==> src/rtl/ring_recirc_pipeline.sv <==
// Circular datapath: packets hop around a ring of registered slots, gaining +1 per hop,
// and leave through one registered output port after a programmable number of laps.
module ring_recirc_pipeline #(
    parameter  int WIDTH  = 8,
    parameter  int STAGES = 4,
    parameter  int LAP_W  = 4,
    localparam int OCC_W  = $clog2(STAGES + 1)
) (
    input  logic             clk,
    input  logic             rst,
    input  logic             in_valid,
    output logic             in_ready,
    input  logic [WIDTH-1:0] in_data,
    input  logic [LAP_W-1:0] in_laps,
    output logic             out_valid,
    input  logic             out_ready,
    output logic [WIDTH-1:0] out_data,
    output logic [OCC_W-1:0] occupancy
);

    logic             r_v    [STAGES];
    logic [WIDTH-1:0] r_data [STAGES];
    logic [LAP_W-1:0] r_laps [STAGES];
    logic             r_outValid;
    logic [WIDTH-1:0] r_outData;
    logic [OCC_W-1:0] r_occupancy;

    logic             w_wrapValid;
    logic [WIDTH-1:0] w_wrapData;
    logic [LAP_W-1:0] w_wrapLaps;
    logic             w_outFree;
    logic             w_eject;
    logic             w_accept;
    logic             w_s0Valid;
    logic [WIDTH-1:0] w_s0Data;
    logic [LAP_W-1:0] w_s0Laps;
    logic [OCC_W-1:0] w_occNext;

    // The wrap slot is the packet leaving the last stage; it is either ejected,
    // recirculated into slot 0, or displaced by nothing (its slot is free for injection).
    always_comb begin
        w_wrapValid = r_v[STAGES-1];
        w_wrapData  = r_data[STAGES-1] + WIDTH'(1);
        w_wrapLaps  = (r_laps[STAGES-1] == '0) ? '0 : r_laps[STAGES-1] - LAP_W'(1);
        w_outFree   = !r_outValid || out_ready;
        w_eject     = w_wrapValid && (w_wrapLaps == '0) && w_outFree;
        w_accept    = in_valid && in_ready;

        w_s0Valid = 1'b0;
        w_s0Data  = w_wrapData;
        w_s0Laps  = w_wrapLaps;
        if (w_accept) begin
            w_s0Valid = 1'b1;
            w_s0Data  = in_data;
            w_s0Laps  = (in_laps == '0) ? LAP_W'(1) : in_laps;
        end else if (w_wrapValid && !w_eject) begin
            w_s0Valid = 1'b1;
        end

        w_occNext = OCC_W'(w_s0Valid);
        for (int i = 0; i < STAGES - 1; i++) begin
            w_occNext = w_occNext + OCC_W'(r_v[i]);
        end
    end

    always_ff @(posedge clk) begin
        if (rst) begin
            for (int i = 0; i < STAGES; i++) begin
                r_v[i]    <= 1'b0;
                r_data[i] <= '0;
                r_laps[i] <= '0;
            end
            r_outValid  <= 1'b0;
            r_outData   <= '0;
            r_occupancy <= '0;
        end else begin
            r_v[0]    <= w_s0Valid;
            r_data[0] <= w_s0Data;
            r_laps[0] <= w_s0Laps;
            for (int i = 1; i < STAGES; i++) begin
                r_v[i]    <= r_v[i-1];
                r_data[i] <= r_data[i-1] + WIDTH'(1);
                r_laps[i] <= r_laps[i-1];
            end
            if (w_eject) begin
                r_outValid <= 1'b1;
                r_outData  <= w_wrapData;
            end else if (w_outFree) begin
                r_outValid <= 1'b0;
            end
            r_occupancy <= w_occNext;
        end
    end

    assign in_ready  = !w_wrapValid || ((w_wrapLaps == '0) && w_outFree);
    assign out_valid = r_outValid;
    assign out_data  = r_outData;
    assign occupancy = r_occupancy;

endmodule

==> config.mk <==
export PLATFORM = sky130hd
export DESIGN_NAME = ring_recirc_pipeline
export DESIGN_NICKNAME = d
export VERILOG_FILES = /design/src/rtl/ring_recirc_pipeline.sv
export SDC_FILE = /design/constraint.sdc
export NUM_CORES = 1
export LEC_CHECK = 0
export CORE_MARGIN = 8
export CORE_UTILIZATION = 54
export DETAILED_ROUTE_END_ITERATION = 8
export GPL_TIMING_DRIVEN = 0
export PLACE_DENSITY = 0.75
export SLEW_MARGIN = 10
export SYNTH_ARGS = -nofsm -noshare
export SYNTH_HDL_FRONTEND = slang
export SYNTH_SLANG_ARGS = --single-unit
==> constraint.sdc <==
create_clock -name clk -period 2.52 [get_ports clk]
set_input_delay 0.378 -clock clk [delete_from_list [all_inputs] [get_ports clk]]
set_output_delay 0.378 -clock clk [all_outputs]
set_load 0.03 [all_outputs]
# Word-level counts from Yosys, hierarchy flattened
# Memories as Yosys holds them, arrays and structs flattened.
# Index checks and enable logic that the tools add are counted.
classes:
  n_addsub: 8
  mux: 23
  bitwise: 12
  n_reduce_logical: 14
ops:
  columns: ["cell", "n"]
  rows:
  - ["$mux W8", 5]
  - ["$add A8 B1 Y8 const B", 4]
  - ["$mux W4", 7]
  - ["$logic_not A4 Y1", 3]
  - ["$or A1 B1 Y1", 12]
  - ["$mux W1", 11]
  - ["$logic_and A1 B1 Y1", 5]
  - ["$sub A4 B1 Y4 const B", 1]
  - ["$add A2 B1 Y3", 1]
  - ["$add A3 B1 Y3", 1]
  - ["$logic_not A1 Y1", 3]
  - ["$add A1 B1 Y2", 1]
  - ["$logic_or A1 B1 Y1", 2]
  - ["$reduce_bool A2 Y1", 1]
totals:
  reg_bits: 12
  ram_bits: 52
  in_bits: 16
  output_inout_bits: 13
  word_cells: 63
  n_memories: 3
memory_table:
  columns: ["memory", "depth", "width", "rd", "rd_ports_with_merged_regs", "wr", "line_no", "source"]
  rows:
  - ["r_data", 4, 8, 4, 0, 4, "22", "logic [WIDTH-1:0] r_data [STAGES];"]
  - ["r_laps", 4, 4, 4, 0, 4, "23", "logic [LAP_W-1:0] r_laps [STAGES];"]
  - ["r_v", 4, 1, 4, 0, 4, "21", "logic r_v [STAGES];"]

# Logic depth before layout (Yosys ltp)
logic_depth:
  word_depth: 12
  mapped_depth: 8

# Worst setup path after synthesis
# No wires, ideal clock.
synth_path:
  path_kind: "flip-flop to flip-flop"
  start: "register r_outValid, in the netlist out_valid"
  end: "register r_occupancy[1], in the netlist occupancy[1]"
  setup_ns: 0.128
  arrival_ns: 2.023
  required_time_ns: 2.392
  setup_slack_ns: 0.369
  stages_incl_launch_ff: 9
  cell_sequence: "dfxtp_1 > nand2b_1 > nand2_1 > nand2_1 > nand2_1 > fa_1 > ha_1 > ha_1 > nor2b_1"
synth_between:
  elab_cells_between_ends: 13
synth_lines:
  columns: ["item", "line_no", "source"]
  rows:
  - ["start: declaration", "24", "logic r_outValid;"]
  - ["start signal: assignment", "73", "r_outValid <= 1'b0;"]
  - ["start signal: assignment", "86", "r_outValid <= 1'b1;"]
  - ["start signal: assignment", "89", "r_outValid <= 1'b0;"]
  - ["$logic_not A1 Y1", "45", "w_outFree = !r_outValid || out_ready;"]
  - ["$logic_or A1 B1 Y1", "45", null]
  - ["$logic_and A1 B1 Y1", "95", "assign in_ready = !w_wrapValid || ((w_wrapLaps == '0) && w_outFree);"]
  - ["$logic_or A1 B1 Y1", "95", null]
  - ["named net in_ready", "12", "output logic in_ready,"]
  - ["$logic_and A1 B1 Y1", "47", "w_accept = in_valid && in_ready;"]
  - ["$mux W1", "52", "if (w_accept) begin"]
  - ["named net w_s0Valid", "34", "logic w_s0Valid;"]
  - ["$add A1 B1 Y2", "62", "w_occNext = w_occNext + OCC_W'(r_v[i]);"]
  - ["$add A2 B1 Y3", "62", null]
  - ["$add A3 B1 Y3", "62", null]
  - ["named net w_occNext[1]", "37", "logic [OCC_W-1:0] w_occNext;"]
  - ["end signal: assignment", "91", "r_occupancy <= w_occNext;"]
  - ["end: declaration", "26", "logic [OCC_W-1:0] r_occupancy;"]
# The timed path passes the listed nets, and every way through them passes these cells.
# A chain may end at the register's enable or synchronous reset.

# Final worst setup path
layout_path:
  start: "input out_ready"
  end: "output in_ready"
layout_between:
  elab_chain_cells: 3
layout_lines:
  columns: ["item", "line_no", "source"]
  rows:
  - ["start: declaration", "16", "input logic out_ready,"]
  - ["$logic_or A1 B1 Y1", "45", null]
  - ["$logic_and A1 B1 Y1", "95", null]
  - ["$logic_or A1 B1 Y1", "95", null]
  - ["end: declaration", "12", null]
# No other way between the ends.

==> impl_summary.log <==
INFO  metric run_status = completed
INFO  metric n_fill_cell = 352
INFO  metric worstMarginPinSlew = 0.5140 ns
INFO  metric power_density_cells = 682.0 nW/µm²
INFO  metric worst_setup_path_end_kind = primary output
INFO  metric dr_total_vias = 1682
INFO  metric post_synth_instance_area = 2342 µm²
INFO  metric worst_ir_drop_vdd = 427.7 µV
INFO  metric groute.layer.met2.usage = 0.2249
INFO  metric p_sw = 0.4431 mW
INFO  metric p_clk_frac = 0.347
INFO  metric synth.area.mux_share = 0.01282
INFO  metric crit_path_start = out_ready
INFO  metric synth_sequential_area_ratio = 0.5470
INFO  metric initial_utilization = 0.5493
INFO  metric r2r_slack = 0.49 ns
INFO  metric critPathRequiredTime = 2.14 ns
INFO  metric final_area = 2819 µm²
INFO  metric syn_to_final_growth = 20.35%
INFO  metric finalHoldWorstSlack = 0.4381 ns
INFO  metric layout.nets = 297
INFO  metric postSynthAreaPerCell = 9.925 µm²
INFO  metric wl = 4407 µm
INFO  metric setup_tns = 0 ns
INFO  metric power.combinational.fraction = 0.084
INFO  metric clk_pin_slew_worst_paths = 0.06 ns
INFO  metric worstHoldPathType = flip-flop to flip-flop
INFO  metric grt.busiest_layer = met2
INFO  metric drt_iter0_drc = 78
INFO  metric report.final.hold_viol_count = 0
INFO  metric cts-htree-levels = 3
INFO  metric cts_made_buffers = 9
INFO  metric yosys_register_bits = 64
INFO  metric post_synth_inst_count = 236
INFO  metric multiInputGateArea = 998.5 µm²
INFO  metric clock_latency = 0.33 ns
INFO  metric power_switching_share = 0.2305
INFO  metric dpl_cell_area = 2678 µm²
INFO  metric timing.reg2reg.worst_path_depth = 8
INFO  metric cts-root-to-sink-buffers = 2
INFO  metric dominant_combinational_cell_family_by_area_after_synthesis = simple AND/OR/NAND/NOR gates
INFO  metric post_cts_resize_count = 0
INFO  metric rows = 24
INFO  metric commonest_cells_after_routing_fill_and_taps_aside = sky130_fd_sc_hd__dfxtp_1, sky130_fd_sc_hd__nor2_1, sky130_fd_sc_hd__clkdlybuf4s50_1
INFO  metric max_cap_violations = 0
INFO  metric finalSetupViolations = 0
INFO  metric design.die.area = 6701 µm²
INFO  metric yosys.area_share.simple = 0.2105
INFO  metric final_common_cell = sky130_fd_sc_hd__dfxtp_1
INFO  metric clock-sinks = 64
INFO  metric post_drt_wl_per_cell = 13.44 µm
INFO  metric crit_path_start_kind = primary input
INFO  metric timing.critical_path.fanout_max = 4
INFO  metric gr-usage-met1 = 0.1767
INFO  metric report.final.slew_viol_count = 0
INFO  metric crit-reg2reg-capture = occupancy[1]
INFO  metric gp_routability_congestion = 0.8470
INFO  metric period_minus_slack = 2.221 ns
INFO  metric seqPwrFrac = 0.569
INFO  metric postCtsSetupBuffers = 0
INFO  metric chipWidth = 81.86 µm
INFO  metric post_synth_fa_ha_maj_area_fraction = 0.04060
INFO  metric global_route.usage.met3 = 0.04595
INFO  metric timing.rr.start = r_laps[3][1]
INFO  metric fin_crit_sh = 0.8812
INFO  metric grt_start_max_net_pins = 11
INFO  metric cts_hold_repair.buffers = 0
INFO  metric worstSetupPathType = primary input to primary output
INFO  metric antenna_found_initial = 0
INFO  metric synth.distinct_cells = 28
INFO  metric fmax = 450.3 MHz
INFO  metric grt_setup_unrepaired = no
INFO  metric p_leak = 1.076 nW
INFO  metric yosys_warnings = 0
INFO  metric via_per_inst = 5.128
INFO  metric post-route-drc-count = 0
INFO  metric root_buffer = sky130_fd_sc_hd__clkbuf_8
INFO  metric postRouteAntennaNets = 0
INFO  metric synth_xor_area_frac = 0.08974
INFO  metric num_antenna_cells = 0
INFO  metric sequential_cell_area = 1281 µm²
INFO  metric synth_fp_nets = 259
INFO  metric floorplan.die.height = 81.86 µm
INFO  metric grt_util_all_layers = 0.1449
INFO  metric numPortBuffers = 27
INFO  metric io_pins = 29
INFO  metric core_area = 4264 µm²
INFO  metric first_pass_iters = 4
INFO  metric complex_gate_fraction_of_the_synthesized_area = 0.07265
INFO  metric crit_arrival = 1.84 ns
INFO  metric maxSlewHeadroom = 0.6573
INFO  metric clock_skew = 0.004467 ns
INFO  metric crit_end = in_ready
INFO  metric grt_pass1_wl = 7307 µm
INFO  metric clock_tree_from_tritoncts = done
INFO  metric final_util = 0.6611
INFO  metric grt_overflow_total = 0
INFO  metric power_report.internal_total = 1.479 mW
INFO  metric post_route_cells_drive_above_1_share = 0.06522
INFO  metric first_global_vias = 1615
INFO  metric dp_hpwl = 3320 µm
worst min path at each step:
stage	start	to	slack (ns)	cells past startpoint
detailed placement	r_laps[2][3]	r_laps[3][3]	0.43	1
floorplan	r_data[1][0]	r_data[2][0]	0.41	1
CTS	rst	r_data[1][1]	0.43	2
finish	r_data[1][0]	r_data[2][0]	0.44	1
global placement	r_laps[0][3]	r_laps[1][3]	0.42	1
global route	r_laps[1][1]	r_laps[2][1]	0.46	1
per-layer routing:
| metal | vias up | wire length [µm] |
|---|---|---|
| li1 | 857 | - |
| met1 | 784 | 2029 |
| met2 | 35 | 2123 |
| met3 | 6 | 214 |
| met4 | 0 | 40 |
| met5 | - | 0 |
power groups by stage:
stage | clock network, mW | logic, mW | registers, mW
2_1_floorplan | 0 | 0.0929 | 1.12
3_3_place_gp | 0 | 0.163 | 1.11
3_5_place_dp | 0 | 0.163 | 1.12
4_1_cts | 0.690 | 0.164 | 1.09
5_1_grt | 0.730 | 0.182 | 1.10
6_report | 0.667 | 0.162 | 1.09
synth_stat cells (all sizes together):
cell type | instances | share of area
a211oi | 15 | 0.052
a21oi | 4 | 0.0085
a311oi | 1 | 0.0037
a31oi | 1 | 0.0027
and3 | 7 | 0.019
buf | 6 | 0.015
clkbuf | 5 | 0.0080
dfxtp | 64 | 0.55
fa | 1 | 0.0085
ha | 6 | 0.032
inv | 2 | 0.0032
mux2i | 3 | 0.013
nand2 | 7 | 0.011
nand2b | 1 | 0.0027
nand3 | 15 | 0.032
nor2 | 43 | 0.069
nor2b | 23 | 0.061
nor3 | 5 | 0.013
o21ai | 1 | 0.0021
o21bai | 1 | 0.0032
or3 | 1 | 0.0027
xnor2 | 10 | 0.037
xor2 | 14 | 0.052
metrics by stage:
stage               setup slack, ns  total power, mW  instances
floorplan                    0.3694            1.212        236
global placement             0.1219            1.277        315
detailed placement           0.1268            1.279        315
CTS                          0.2758            1.948        328
global route                 0.1968            2.010        328
finish                       0.2994            1.923        328
area by class of cell:
type	count	share of cell area
buffer	11	0.01953
timing repair buffer	27	0.09587
clock inverter	2	0.003551
tap	52	0.02308
clock buffer	11	0.04660
sequential	64	0.4545
multi-input combinational	159	0.3542
inverter	2	0.002663
state kept, by name (all words and copies together) (netlist names):
register   count
occupancy      3
r_data        32
out_data       8
r_laps        16
out_valid      1
r_v            4
kinds of logic (layout without fill, tap and decap cells):
family                     after synthesis  in the layout
adders and majority gates                7              7
buffers and inverters                   13             53
DFF                                     64             64
muxes                                    3              3
and+or+nand+nor                        102            102
xor gates and xnor gates                24             24
AOI/OAI and AO/OA                       23             23
worst max-delay path: stages:
cell and delay (ns):
sky130_fd_sc_hd__clkdlybuf4s50_1 0.45, sky130_fd_sc_hd__nand2b_1 0.17, sky130_fd_sc_hd__nand2_1 0.07, sky130_fd_sc_hd__nand2_1 0.10, sky130_fd_sc_hd__clkdlybuf4s50_1 0.68
Power figures use the tool's default switching activity.
